<file path="config.mk">
export PLATFORM = sky130hd
export DESIGN_NAME = seven_stage_mem_port_arbiter_flat
export DESIGN_NICKNAME = d
export VERILOG_FILES = /design/src/rtl/seven_stage_mem_port_arbiter_if.sv /design/src/rtl/seven_stage_mem_port_arbiter.sv /design/src/flat_wrapper.sv
export SDC_FILE = /design/constraint.sdc
export NUM_CORES = 1
export LEC_CHECK = 0
export ABC_CLOCK_PERIOD_IN_PS = 5600
export CAP_MARGIN = 20
export CORE_AREA = 2 2 109 111
export CTS_CLUSTER_SIZE = 14
export DETAILED_ROUTE_END_ITERATION = 8
export DIE_AREA = 0 0 111 113
export REMOVE_ABC_BUFFERS = 1
export SYNTH_ARGS = -nofsm -noshare
export SYNTH_HDL_FRONTEND = slang
export SYNTH_SLANG_ARGS = --single-unit
export TNS_END_PERCENT = 20
</file>
<file path="constraint.sdc">
create_clock -name clock -period 5.6 [get_ports clock]
set_input_delay 1.4 -clock clock [delete_from_list [all_inputs] [get_ports clock]]
set_output_delay 1.4 -clock clock [all_outputs]
set_load 0.1 [all_outputs]
</file>
<file path="src/rtl/seven_stage_mem_port_arbiter_if.sv">
// Core-side and memory-side signals for the shared memory port.
// slave = arbiter view, master = environment (core + memory) view.
interface seven_stage_mem_port_arbiter_if #(
    parameter int DATA_WIDTH   = 32,
    parameter int ADDRESS_BITS = 32
);
    logic                      i_req;
    logic [ADDRESS_BITS-1:0]   i_addr;
    logic                      i_flush;
    logic                      d_req;
    logic                      d_write;
    logic [ADDRESS_BITS-1:0]   d_addr;
    logic [DATA_WIDTH-1:0]     d_wdata;
    logic [DATA_WIDTH/8-1:0]   d_byte_en;
    logic                      mem_req;
    logic                      mem_write;
    logic [ADDRESS_BITS-1:0]   mem_addr;
    logic [DATA_WIDTH-1:0]     mem_wdata;
    logic [DATA_WIDTH/8-1:0]   mem_byte_en;
    logic                      mem_ready;
    logic                      mem_resp_valid;
    logic [DATA_WIDTH-1:0]     mem_rdata;
    logic                      i_resp_valid;
    logic [DATA_WIDTH-1:0]     i_rdata;
    logic                      d_resp_valid;
    logic [DATA_WIDTH-1:0]     d_rdata;
    logic                      i_mem_issue_hazard;
    logic                      d_mem_issue_hazard;
    logic                      i_mem_recv_hazard;
    logic                      d_mem_recv_hazard;

    modport slave (
        input  i_req, i_addr, i_flush, d_req, d_write, d_addr, d_wdata, d_byte_en,
               mem_ready, mem_resp_valid, mem_rdata,
        output mem_req, mem_write, mem_addr, mem_wdata, mem_byte_en,
               i_resp_valid, i_rdata, d_resp_valid, d_rdata,
               i_mem_issue_hazard, d_mem_issue_hazard, i_mem_recv_hazard, d_mem_recv_hazard
    );

    modport master (
        output i_req, i_addr, i_flush, d_req, d_write, d_addr, d_wdata, d_byte_en,
               mem_ready, mem_resp_valid, mem_rdata,
        input  mem_req, mem_write, mem_addr, mem_wdata, mem_byte_en,
               i_resp_valid, i_rdata, d_resp_valid, d_rdata,
               i_mem_issue_hazard, d_mem_issue_hazard, i_mem_recv_hazard, d_mem_recv_hazard
    );
endinterface

</file>
<file path="src/rtl/seven_stage_mem_port_arbiter.sv">
// Purpose: shares one memory port between fetch and data, data first, fetch forced after STARVE_LIMIT data wins.
// Latency: request mux is combinational in IDLE; responses pass through combinationally; one transaction outstanding.
// Backpressure: mem_ready low holds the request and raises the issue hazard; nothing new issues until the response.
module seven_stage_mem_port_arbiter #(
    parameter int CORE            = 0,
    parameter int DATA_WIDTH      = 32,
    parameter int ADDRESS_BITS    = 32,
    parameter int STARVE_LIMIT    = 4,
    parameter int SCAN_CYCLES_MIN = 0,
    parameter int SCAN_CYCLES_MAX = 1000
) (
    input  logic clock,
    input  logic reset,
    input  logic scan,
    seven_stage_mem_port_arbiter_if.slave bus
);
    typedef enum logic [1:0] {IDLE, I_OUT, D_OUT, I_DROP} state_t;

    localparam logic [3:0] LIMIT = 4'(STARVE_LIMIT);

    state_t      state_q, state_d;
    logic [3:0]  starve_cnt_q, starve_cnt_d;
    logic [31:0] cycle_q, cycle_d;

    logic i_pend, grant_i, grant_d, idle;

    assign idle    = (state_q == IDLE);
    assign i_pend  = bus.i_req & ~bus.i_flush;
    assign grant_i = i_pend & (~bus.d_req | (starve_cnt_q == LIMIT));
    assign grant_d = bus.d_req & ~grant_i;
    assign cycle_d = cycle_q + 32'd1;

    always_comb begin
        state_d          = state_q;
        starve_cnt_d     = starve_cnt_q;
        bus.mem_req      = 1'b0;
        bus.mem_write    = 1'b0;
        bus.mem_addr     = '0;
        bus.mem_wdata    = '0;
        bus.mem_byte_en  = '0;
        bus.i_resp_valid = 1'b0;
        bus.i_rdata      = '0;
        bus.d_resp_valid = 1'b0;
        bus.d_rdata      = '0;
        unique case (state_q)
            IDLE: begin
                bus.mem_req = grant_i | grant_d;
                if (grant_i) begin
                    bus.mem_addr    = bus.i_addr;
                    bus.mem_byte_en = '1;
                end else if (grant_d) begin
                    bus.mem_write   = bus.d_write;
                    bus.mem_addr    = bus.d_addr;
                    bus.mem_wdata   = bus.d_wdata;
                    bus.mem_byte_en = bus.d_byte_en;
                end
                if (!bus.i_req) starve_cnt_d = 4'd0;
                if (bus.mem_ready && grant_i) begin
                    state_d      = I_OUT;
                    starve_cnt_d = 4'd0;
                end else if (bus.mem_ready && grant_d) begin
                    state_d = D_OUT;
                    if (i_pend && starve_cnt_q < LIMIT) starve_cnt_d = starve_cnt_q + 4'd1;
                end
            end
            I_OUT: begin
                // A flush landing with the response still kills it: the fetch is stale.
                if (bus.mem_resp_valid) begin
                    state_d          = IDLE;
                    bus.i_resp_valid = ~bus.i_flush;
                    bus.i_rdata      = bus.i_flush ? '0 : bus.mem_rdata;
                end else if (bus.i_flush) begin
                    state_d = I_DROP;
                end
            end
            I_DROP: begin
                if (bus.mem_resp_valid) state_d = IDLE;
            end
            D_OUT: begin
                if (bus.mem_resp_valid) begin
                    state_d          = IDLE;
                    bus.d_resp_valid = 1'b1;
                    bus.d_rdata      = bus.mem_rdata;
                end
            end
            default: state_d = IDLE;
        endcase
    end

    assign bus.i_mem_issue_hazard = i_pend & ~(idle & grant_i & bus.mem_ready);
    assign bus.d_mem_issue_hazard = bus.d_req & ~(idle & grant_d & bus.mem_ready);
    assign bus.i_mem_recv_hazard  = (state_q == I_OUT) & ~bus.mem_resp_valid;
    assign bus.d_mem_recv_hazard  = (state_q == D_OUT) & ~bus.mem_resp_valid;

    always_ff @(posedge clock or negedge reset) begin
        if (!reset) begin
            state_q      <= IDLE;
            starve_cnt_q <= 4'd0;
            cycle_q      <= 32'd0;
        end else begin
            state_q      <= state_d;
            starve_cnt_q <= starve_cnt_d;
            cycle_q      <= cycle_d;
        end
    end

`ifndef SYNTHESIS
    logic in_window;
    assign in_window = ($signed({1'b0, cycle_q}) >= 33'(SCAN_CYCLES_MIN)) &&
                       ($signed({1'b0, cycle_q}) <= 33'(SCAN_CYCLES_MAX));

    always @(posedge clock) begin
        if (scan && in_window)
            $display("core=%0d cycle=%0d state=%0d starve=%0d ih=%b/%b dh=%b/%b",
                     CORE, cycle_q, state_q, starve_cnt_q,
                     bus.i_mem_issue_hazard, bus.i_mem_recv_hazard,
                     bus.d_mem_issue_hazard, bus.d_mem_recv_hazard);
    end
`endif
endmodule

</file>
<file path="src/flat_wrapper.sv">
// flat-port wrapper written by rule: the top's interface ports become plain ports
module seven_stage_mem_port_arbiter_flat 
#(
    parameter int CORE            = 0,
    parameter int DATA_WIDTH      = 32,
    parameter int ADDRESS_BITS    = 32,
    parameter int STARVE_LIMIT    = 4,
    parameter int SCAN_CYCLES_MIN = 0,
    parameter int SCAN_CYCLES_MAX = 1000
)
  (clock, reset, scan, bus_i_req, bus_i_addr, bus_i_flush, bus_d_req, bus_d_write, bus_d_addr, bus_d_wdata, bus_d_byte_en, bus_mem_ready, bus_mem_resp_valid, bus_mem_rdata, bus_mem_req, bus_mem_write, bus_mem_addr, bus_mem_wdata, bus_mem_byte_en, bus_i_resp_valid, bus_i_rdata, bus_d_resp_valid, bus_d_rdata, bus_i_mem_issue_hazard, bus_d_mem_issue_hazard, bus_i_mem_recv_hazard, bus_d_mem_recv_hazard);
  seven_stage_mem_port_arbiter_if #(.DATA_WIDTH(DATA_WIDTH), .ADDRESS_BITS(ADDRESS_BITS)) bus_i ();
  input  logic clock;
  input  logic reset;
  input  logic scan;
  input wire logic [$bits(bus_i.i_req)-1:0] bus_i_req;
  input wire logic [$bits(bus_i.i_addr)-1:0] bus_i_addr;
  input wire logic [$bits(bus_i.i_flush)-1:0] bus_i_flush;
  input wire logic [$bits(bus_i.d_req)-1:0] bus_d_req;
  input wire logic [$bits(bus_i.d_write)-1:0] bus_d_write;
  input wire logic [$bits(bus_i.d_addr)-1:0] bus_d_addr;
  input wire logic [$bits(bus_i.d_wdata)-1:0] bus_d_wdata;
  input wire logic [$bits(bus_i.d_byte_en)-1:0] bus_d_byte_en;
  input wire logic [$bits(bus_i.mem_ready)-1:0] bus_mem_ready;
  input wire logic [$bits(bus_i.mem_resp_valid)-1:0] bus_mem_resp_valid;
  input wire logic [$bits(bus_i.mem_rdata)-1:0] bus_mem_rdata;
  output wire logic [$bits(bus_i.mem_req)-1:0] bus_mem_req;
  output wire logic [$bits(bus_i.mem_write)-1:0] bus_mem_write;
  output wire logic [$bits(bus_i.mem_addr)-1:0] bus_mem_addr;
  output wire logic [$bits(bus_i.mem_wdata)-1:0] bus_mem_wdata;
  output wire logic [$bits(bus_i.mem_byte_en)-1:0] bus_mem_byte_en;
  output wire logic [$bits(bus_i.i_resp_valid)-1:0] bus_i_resp_valid;
  output wire logic [$bits(bus_i.i_rdata)-1:0] bus_i_rdata;
  output wire logic [$bits(bus_i.d_resp_valid)-1:0] bus_d_resp_valid;
  output wire logic [$bits(bus_i.d_rdata)-1:0] bus_d_rdata;
  output wire logic [$bits(bus_i.i_mem_issue_hazard)-1:0] bus_i_mem_issue_hazard;
  output wire logic [$bits(bus_i.d_mem_issue_hazard)-1:0] bus_d_mem_issue_hazard;
  output wire logic [$bits(bus_i.i_mem_recv_hazard)-1:0] bus_i_mem_recv_hazard;
  output wire logic [$bits(bus_i.d_mem_recv_hazard)-1:0] bus_d_mem_recv_hazard;
  assign bus_i.i_req = bus_i_req;
  assign bus_i.i_addr = bus_i_addr;
  assign bus_i.i_flush = bus_i_flush;
  assign bus_i.d_req = bus_d_req;
  assign bus_i.d_write = bus_d_write;
  assign bus_i.d_addr = bus_d_addr;
  assign bus_i.d_wdata = bus_d_wdata;
  assign bus_i.d_byte_en = bus_d_byte_en;
  assign bus_i.mem_ready = bus_mem_ready;
  assign bus_i.mem_resp_valid = bus_mem_resp_valid;
  assign bus_i.mem_rdata = bus_mem_rdata;
  assign bus_mem_req = bus_i.mem_req;
  assign bus_mem_write = bus_i.mem_write;
  assign bus_mem_addr = bus_i.mem_addr;
  assign bus_mem_wdata = bus_i.mem_wdata;
  assign bus_mem_byte_en = bus_i.mem_byte_en;
  assign bus_i_resp_valid = bus_i.i_resp_valid;
  assign bus_i_rdata = bus_i.i_rdata;
  assign bus_d_resp_valid = bus_i.d_resp_valid;
  assign bus_d_rdata = bus_i.d_rdata;
  assign bus_i_mem_issue_hazard = bus_i.i_mem_issue_hazard;
  assign bus_d_mem_issue_hazard = bus_i.d_mem_issue_hazard;
  assign bus_i_mem_recv_hazard = bus_i.i_mem_recv_hazard;
  assign bus_d_mem_recv_hazard = bus_i.d_mem_recv_hazard;
  seven_stage_mem_port_arbiter #(.CORE(CORE), .DATA_WIDTH(DATA_WIDTH), .ADDRESS_BITS(ADDRESS_BITS), .STARVE_LIMIT(STARVE_LIMIT), .SCAN_CYCLES_MIN(SCAN_CYCLES_MIN), .SCAN_CYCLES_MAX(SCAN_CYCLES_MAX)) u_core (.clock(clock), .reset(reset), .scan(scan), .bus(bus_i));
endmodule
</file>
After elaboration in Yosys (flattened, before gate mapping). Cells that the tools add are included.

Bits in registers: 6. Bits in latches: 0. RAM bits: 0. Memory bits (read-only): 0. Output and inout bits: 140. Memories kept: 0.

$add $sub $neg: 1. Multipliers: 0. Divide/modulo/power cells: 0. Magnitude comparators: 1. Equality and inequality tests: 7. Shift-type cells: 0. Multiplexer cells: 32. Bitwise gates (word level): 19. Reduce and logical (&&, ||, !) cells: 6.

Operator list (number): $mux W32 (11); $mux W4 (7); $and A1 B1 Y1 (11); $mux W2 (5); $mux W1 (8); $ne A3 B3 Y1 const B (2); $not A1 Y1 (6); $pmux W2 S3 (1); $add A4 B1 Y4 const B (1); $eq A2 B2 Y1 const B (2); $eq A4 B3 Y1 const B (1); $lt A4 B3 Y1 const B (1); $logic_and A1 B1 Y1 (3); $reduce_and A3 Y1 (1); $eq A2 B1 Y1 const B (1); $logic_not A2 Y1 (1); $ne A2 B1 Y1 const B (1); $or A1 B1 Y1 (2); $reduce_or A2 Y1 (1).

Depth between registers and ports, before layout. Gate-level depths: netlist of the first run.

Word-level depth: 9. Gate-level depth with buffers: 8. Mapped depth without buffers: 6.

Worst setup path after synthesis of the first run. OpenSTA, ideal clock, no wires.

Path kind: input-to-output. Start point: input bus_i_flush. End point: output bus_d_mem_issue_hazard. Data arrival time: 3656 ps. Data required time: 4200 ps. Setup slack: 544 ps. Stages on the path: 5. Buffers on the path: 2. Cells stage by stage: nand2b_1 > or2_1 > buf_6 > buf_2 > a31oi_1.

Longest elaborated chain between the ends: 9.

Ends and longest elaborated chain: start, declared (RTL line flat_wrapper.sv:18) `input wire logic [$bits(bus_i.i_flush)-1:0] bus_i_flush;`; $not A1 Y1 (RTL line seven_stage_mem_port_arbiter.sv:28) `assign i_pend = bus.i_req & ~bus.i_flush;`; $and A1 B1 Y1 (RTL line seven_stage_mem_port_arbiter.sv:28); $and A1 B1 Y1 (RTL line seven_stage_mem_port_arbiter.sv:29) `assign grant_i = i_pend & (~bus.d_req | (starve_cnt_q == LIMIT));`; $not A1 Y1 (RTL line seven_stage_mem_port_arbiter.sv:30) `assign grant_d = bus.d_req & ~grant_i;`; $and A1 B1 Y1 (RTL line seven_stage_mem_port_arbiter.sv:30); $and A1 B1 Y1 (2 in a row) (RTL line seven_stage_mem_port_arbiter.sv:91) `assign bus.d_mem_issue_hazard = bus.d_req & ~(idle & grant_d & bus.mem_ready);`; $not A1 Y1 (RTL line seven_stage_mem_port_arbiter.sv:91); $and A1 B1 Y1 (RTL line seven_stage_mem_port_arbiter.sv:91); end, declared (RTL line flat_wrapper.sv:37) `output wire logic [$bits(bus_i.d_mem_issue_hazard)-1:0] bus_d_mem_issue_hazard;`.

Every way passes these cells.

Worst setup path in the final report of the first run.
Start point: input bus_i_flush. End point: output bus_mem_addr[30].

Longest elaborated chain between the ends: 8.

Ends and longest elaborated chain: $not A1 Y1 * (RTL line seven_stage_mem_port_arbiter.sv:28); $and A1 B1 Y1 * (RTL line seven_stage_mem_port_arbiter.sv:28); $and A1 B1 Y1 * (RTL line seven_stage_mem_port_arbiter.sv:29); $not A1 Y1 (RTL line seven_stage_mem_port_arbiter.sv:30); $and A1 B1 Y1 (RTL line seven_stage_mem_port_arbiter.sv:30); $mux W32 (RTL line seven_stage_mem_port_arbiter.sv:51) `end else if (grant_d) begin`; $mux W32 * (RTL line seven_stage_mem_port_arbiter.sv:48) `if (grant_i) begin`; $mux W32 * (RTL line seven_stage_mem_port_arbiter.sv:45) `unique case (state_q)`; end, declared (RTL line flat_wrapper.sv:29) `output wire logic [$bits(bus_i.mem_addr)-1:0] bus_mem_addr;`.

Mark *: on every way between the ends. The rest lies on a longest branch, timed or not.

==> impl_metrics.toml, run 1 <==
[run_status]
outcome = "finished, final reports clean"

[yosys]
synth-main-ff-cell = "dfrtp_1"
yosys_warnings = 0
synth_edf_count = 0
synth-seq-area-share_pct = 8.96
synth.avg_cell_area_um2 = 6.93
async_flop_share_pct = 100
synthCells = 242
synth.distinct_cells = 30
syn-cell-area_um2 = 1680
ys_seq_elements = 6

[min_path]
hold_path_class = "register to register"

[placement]
dpl.hpwl_um = 8100
preCtsSetupSlack_ns = 0.883
place.gp.congestion = 0.820
dp_cells = 643
port_buffers = 279

[sta]
tns_ns = 0
period_share_pct = 84.0
slew_viol_final = 0
slew_headroom_pct = 42.1
fin_crit_ns = 4.70
timing_hold_violations_final = 0
timing.fmax_mhz = 213
fin_skew_ns = 0.00167
setup_ws_ns = 0.897
setup_violations = 0
tightest_slew_ns = 0.868
rsz0062_at_grt = "no"

[route]
first_iter_violations = 154
wl_per_cell_um = 15.0
vias_per_cell = 4.16
drc = 0
vias = 2688
firstDrtPassIters = 4
ant_nets = 0
routed_wl_um = 9670

[final_layout]
drive_gt1_share_pct = 36.4
final_cells = 646
fin_util_pct = 46.3
area_growth_pct = 211
fillCellCount = 1085
nets = 648
antennaDiodeCount = 0

[global_routing]
track_usage_pct = 13.9
grt_overflow_total = 0
grt_first_pass_wirelength_um = 14300
antenna_found_initial = 0
grt_max_degree = 39
grt_pass1_vias = 2614

[setup_path]
cp-end-kind = "output port"
crit_fanout = 34
critPathRequiredTime_ns = 4.20
cp-start-kind = "input pin"
crit_arrival_ns = 3.30
critPathKind = "input pin to output port"

[clocking]
cts_root_buf = "clkbuf_16"
cts_resized = 0
post-cts-setup-buffers = 0
clk_latency_ns = 0.23
htree_levels = 1
cts_max_path_buffers = 2
clk_pin_slew_ns = 0.03
numCtsBuffers = 3
cts_tree = "built"
hold_buffers = 0
cts.sinks = 6

[floorplan]
rows = 39
core_area_um2 = 11300
die_area_um2 = 12500
initial_utilization_pct = 14.9
ios = 281
die_y_um = 113
die_w_um = 111

[flow_run]
maxCapViolCount = 0

[pwr]
p_leak_nw = 2.26
p_per_area_nw_per_um2 = 207
vdd_drop_max_mv = 0.105
power.total_w = 0.00108
[sequential cells by signal (all words and copies together), names as in the netlist]
| register | flops |
|---|---|
| u_core.starve_cnt_q | 4 |
| u_core.state_q | 2 |
[report_power, final]
group | total (W) | internal [W] | switching, W
Sequential | 0.0000492 | 0.0000459 | 0.00000322
Combinational | 0.000916 | 0.000326 | 0.000590
Clock | 0.000117 | 0.0000917 | 0.0000249
Total | 0.00108 | 0.000464 | 0.000618
[layout by cell type, fill, tap and decap left out, drive strengths merged]
| cell type | count |
|---|---|
| buf | 144 |
| clkdlybuf4s50 | 139 |
| and2 | 97 |
| nor2 | 38 |
| a32oi | 32 |
| a21oi | 10 |
| dfrtp | 6 |
| inv | 5 |
| nand2 | 4 |
| nand2b | 3 |
| o21ai | 3 |
| clkbuf | 3 |
| a22o | 2 |
| nand3 | 2 |
| ha | 2 |
| or2 | 2 |
| and3 | 2 |
| nand3b | 1 |
| nor3 | 1 |
| nor4b | 1 |
| a31oi | 1 |
| nor3b | 1 |
| nor4 | 1 |
| a21boi | 1 |
| o22ai | 1 |
| mux2 | 1 |
[synthesized netlist by cell type, types with 3 or more instances]
cell / instances / area share (%)
dfrtp_1: 6 / 9.0
buf_2: 7 / 2.1
nand2_1: 4 / 0.90
a32oi_1: 32 / 17
and2_1: 67 / 25
clkbuf_1: 14 / 3.1
nand2b_1: 3 / 1.1
buf_6: 4 / 2.7
nor2_1: 38 / 8.5
and2_4: 30 / 16
inv_1: 5 / 1.1
a21oi_1: 9 / 2.7
o21ai_0: 3 / 0.90
[cells by family after synthesis]
group / synth area share (%)
compound gates: 23.1
fa+ha+maj: 1.49
buf+inv: 9.03
flops: 8.95
mux: 0.672
simple gates: 56.8
[worst max-delay path, cell delays in order]
cell             delay [ns]
clkdlybuf4s50_1        0.58
nand2b_1               0.24
or2_1                  0.14
buf_4                  0.33
a32oi_1                0.15
nor2_1                 0.21
buf_12                 0.21
[routing by layer]
layer,track usage [%],up-vias,part of all wire (%)
li1,-,1350,-
met1,16.3,1232,40
met2,26.5,102,54
met3,3.59,4,6.1
met4,1.00,0,0.20
met5,0,-,0
[stage by stage]
step                      area, um^2  hold WS [ns]
after floorplan                 1540         0.500
after global placement          5140         0.522
after detailed placement        5140         0.533
after CTS                       5220         0.547
after global routing            5220         0.550
final                           5220         0.547
[cell type report]
type                            instances  area (um^2)  share of cell area, %
Multi-Input combinational cell        206         1380                   26.5
Inverter                                5         18.8                  0.360
Timing Repair Buffer                  283         3410                   65.4
Sequential cell                         6          150                   2.88
Tap cell                              143          179                   3.43
Clock buffer                            3         75.1                   1.44
[worst paths after layout]
path	start	endpoint	slack [ns]	depth (start not counted)
worst max-delay path	bus_i_flush	bus_mem_addr[30]	0.90	7
worst min-delay path	u_core.starve_cnt_q[1]	u_core.starve_cnt_q[1]	0.55	1
worst max register to register	u_core.state_q[1]	u_core.starve_cnt_q[0]	3.74	4
worst min register to register	u_core.starve_cnt_q[1]	u_core.starve_cnt_q[1]	0.55	1
max in group asynchronous	reset	u_core.state_q[0]	3.97	1
min in group asynchronous	reset	u_core.starve_cnt_q[2]	1.41	1
(Power assumes the default switching activity.)
==> inputs of run 2 (changes only) <==
--- a/config.mk
+++ b/config.mk
@@ -5,12 +5,12 @@
 export SDC_FILE = /design/constraint.sdc
 export NUM_CORES = 1
 export LEC_CHECK = 0
-export ABC_CLOCK_PERIOD_IN_PS = 5600
+export ABC_CLOCK_PERIOD_IN_PS = 4720
 export CAP_MARGIN = 20
-export CORE_AREA = 2 2 109 111
+export CORE_AREA = 2 2 108 110
 export CTS_CLUSTER_SIZE = 14
 export DETAILED_ROUTE_END_ITERATION = 8
-export DIE_AREA = 0 0 111 113
+export DIE_AREA = 0 0 110 112
 export REMOVE_ABC_BUFFERS = 1
 export SYNTH_ARGS = -nofsm -noshare
 export SYNTH_HDL_FRONTEND = slang
==> constraint.sdc (replaced) <==
create_clock -name clock -period 4.72 [get_ports clock]
set_input_delay 1.18 -clock clock [delete_from_list [all_inputs] [get_ports clock]]
set_output_delay 1.18 -clock clock [all_outputs]
set_load 0.1 [all_outputs]
==> run 2 against run 1 <==
Net effect: global-route usage grew 2.6 points; highest routed layer unchanged; core utilization grew 5.1 points; die area shrank 1.8%.
==> impl_metrics.toml, run 2 (same netlist as run 1, synthesis figures left out) <==
[run_status]
outcome = "finished, final reports clean"

[pwr]
p_leak_nw = 2.39
netSwitchingFraction_pct = 55.8
intPower_w = 0.000591
comb_power_share_pct = 85.3
switchingPower_w = 0.000746
clockPowerShare_pct = 10.3
p_per_area_nw_per_um2 = 233
vdd_drop_max_mv = 0.122
power.total_w = 0.00134
power_frac_seq_pct = 4.4

[sta]
period_share_pct = 90.8
rsz0062_at_grt = "no"
timing.fmax_mhz = 233
fin_skew_ns = 0.00152
tightest_slew_ns = 0.731
timing_hold_violations_final = 0
slew_viol_final = 0
setup_violations = 0
fin_crit_ns = 4.28
holdWs_ns = 0.542
slew_headroom_pct = 51.3

[placement]
dpl.hpwl_um = 9530
port_buffers = 279
placed_area_um2 = 5670
place.gp.congestion = 0.785

[route]
vias = 2807
routed_wl_um = 11200
wl_per_cell_um = 17.2
vias_per_cell = 4.32
ant_nets = 0
drc = 0
firstDrtPassIters = 4
first_iter_violations = 113

[setup_path]
critPathKind = "input pin to output port"
cp-end-kind = "output port"
reg2reg_depth = 4
cp-start-kind = "input pin"
crit_fanout = 16
critPathRequiredTime_ns = 3.54
crit_arrival_ns = 3.10

[clocking]
htree_levels = 1
cts_max_path_buffers = 2
clk_pin_slew_ns = 0.03
clk_latency_ns = 0.23
cts_tree = "built"
cts.sinks = 6
cts_root_buf = "clkbuf_16"
cts_resized = 0
post-cts-setup-buffers = 0
hold_buffers = 0
numCtsBuffers = 3

[final_layout]
area_growth_pct = 243
largest_reg_flops = 4
fillCellCount = 1024
layout_common_cells = "139 x clkdlybuf4s50_1, 115 x buf_12, 67 x and2_1"
design_area_um2 = 5740
fin_util_pct = 51.4
drive_gt1_share_pct = 36.8
final_common_cell = "clkdlybuf4s50_1"
top_regs = "u_core.starve_cnt_q: 4 flops, u_core.state_q: 2 flops"
nets = 651
regMostFlops = "u_core.starve_cnt_q"

[floorplan]
core_area_um2 = 11200
ios = 281
die_area_um2 = 12300
die_y_um = 112
rows = 39
die_w_um = 110
initial_utilization_pct = 15.0

[global_routing]
grt_max_degree = 39
grt_pass1_vias = 2767
grt_overflow_total = 0
antenna_found_initial = 1
track_usage_pct = 16.5
grt_first_pass_wirelength_um = 15500

[min_path]
hold_path_class = "register to register"
whs_path_depth = 1

[flow_run]
maxCapViolCount = 0
==> run 2: cell types whose count changed in the layout (fill, tap and decap cells not counted) <==
cell,change
buf_4,-37
diode_2,+1
buf_12,+40
==> run 2: layer usage <==
| metal | vias to the layer above | GRT usage [%] | routed length (um) |
|---|---|---|---|
| met3 | 12 | 4.63 | 1080 |
| li1 | 1362 | - | - |
| met1 | 1283 | 17.2 | 3970 |
| met5 | - | 0 | 0 |
| met4 | 0 | 3.97 | 197 |
| met2 | 150 | 31.7 | 5920 |
==> run 2: layout make-up <==
cell class | count | area, um^2 | share of cell area, %
Tap cell | 143 | 179 | 3.12
Timing Repair Buffer | 286 | 3930 | 68.5
Inverter | 5 | 18.8 | 0.327
Clock buffer | 3 | 75.1 | 1.31
Antenna cell | 1 | 2.50 | 0.0436
Multi-Input combinational cell | 206 | 1380 | 24.1
Sequential cell | 6 | 150 | 2.61
==> run 2: power groups by stage <==
stage / logic (W) / registers, W / clock network (W)
floorplan: 0.000658 / 0.0000577 / 0
global placement: 0.00114 / 0.0000585 / 0
detailed placement: 0.00115 / 0.0000589 / 0
CTS: 0.00115 / 0.0000583 / 0.000140
global route: 0.00117 / 0.0000589 / 0.000144
finish: 0.00114 / 0.0000584 / 0.000138
==> run 2: worst paths after layout <==
kind | slack, ns | end | start
setup / recovery | 0.44 | bus_mem_addr[20] | bus_i_flush
hold / removal | 0.54 | u_core.starve_cnt_q[1] | u_core.starve_cnt_q[1]
setup reg to reg | 2.87 | u_core.starve_cnt_q[0] | u_core.state_q[1]
hold reg to reg | 0.54 | u_core.starve_cnt_q[1] | u_core.starve_cnt_q[1]
max in group asynchronous | 3.31 | u_core.state_q[1] | reset
min in group asynchronous | 1.19 | u_core.starve_cnt_q[1] | reset
==> run 2: stage by stage <==
step	setup TNS [ns]	worst slack [ns]	instances
floorplan	-36.65	-1.14	217
global placement	0	0.479	646
detailed placement	0	0.420	646
CTS	0	0.419	649
global route	0	0.322	650
finish	0	0.436	650
==> run 2: critical path, cell delays in order <==
cell and delay, ns:
clkdlybuf4s50_1 0.51, nand2b_1 0.27, or2_1 0.30, buf_4 0.22
a32oi_1 0.28, nor2_1 0.11, buf_12 0.21
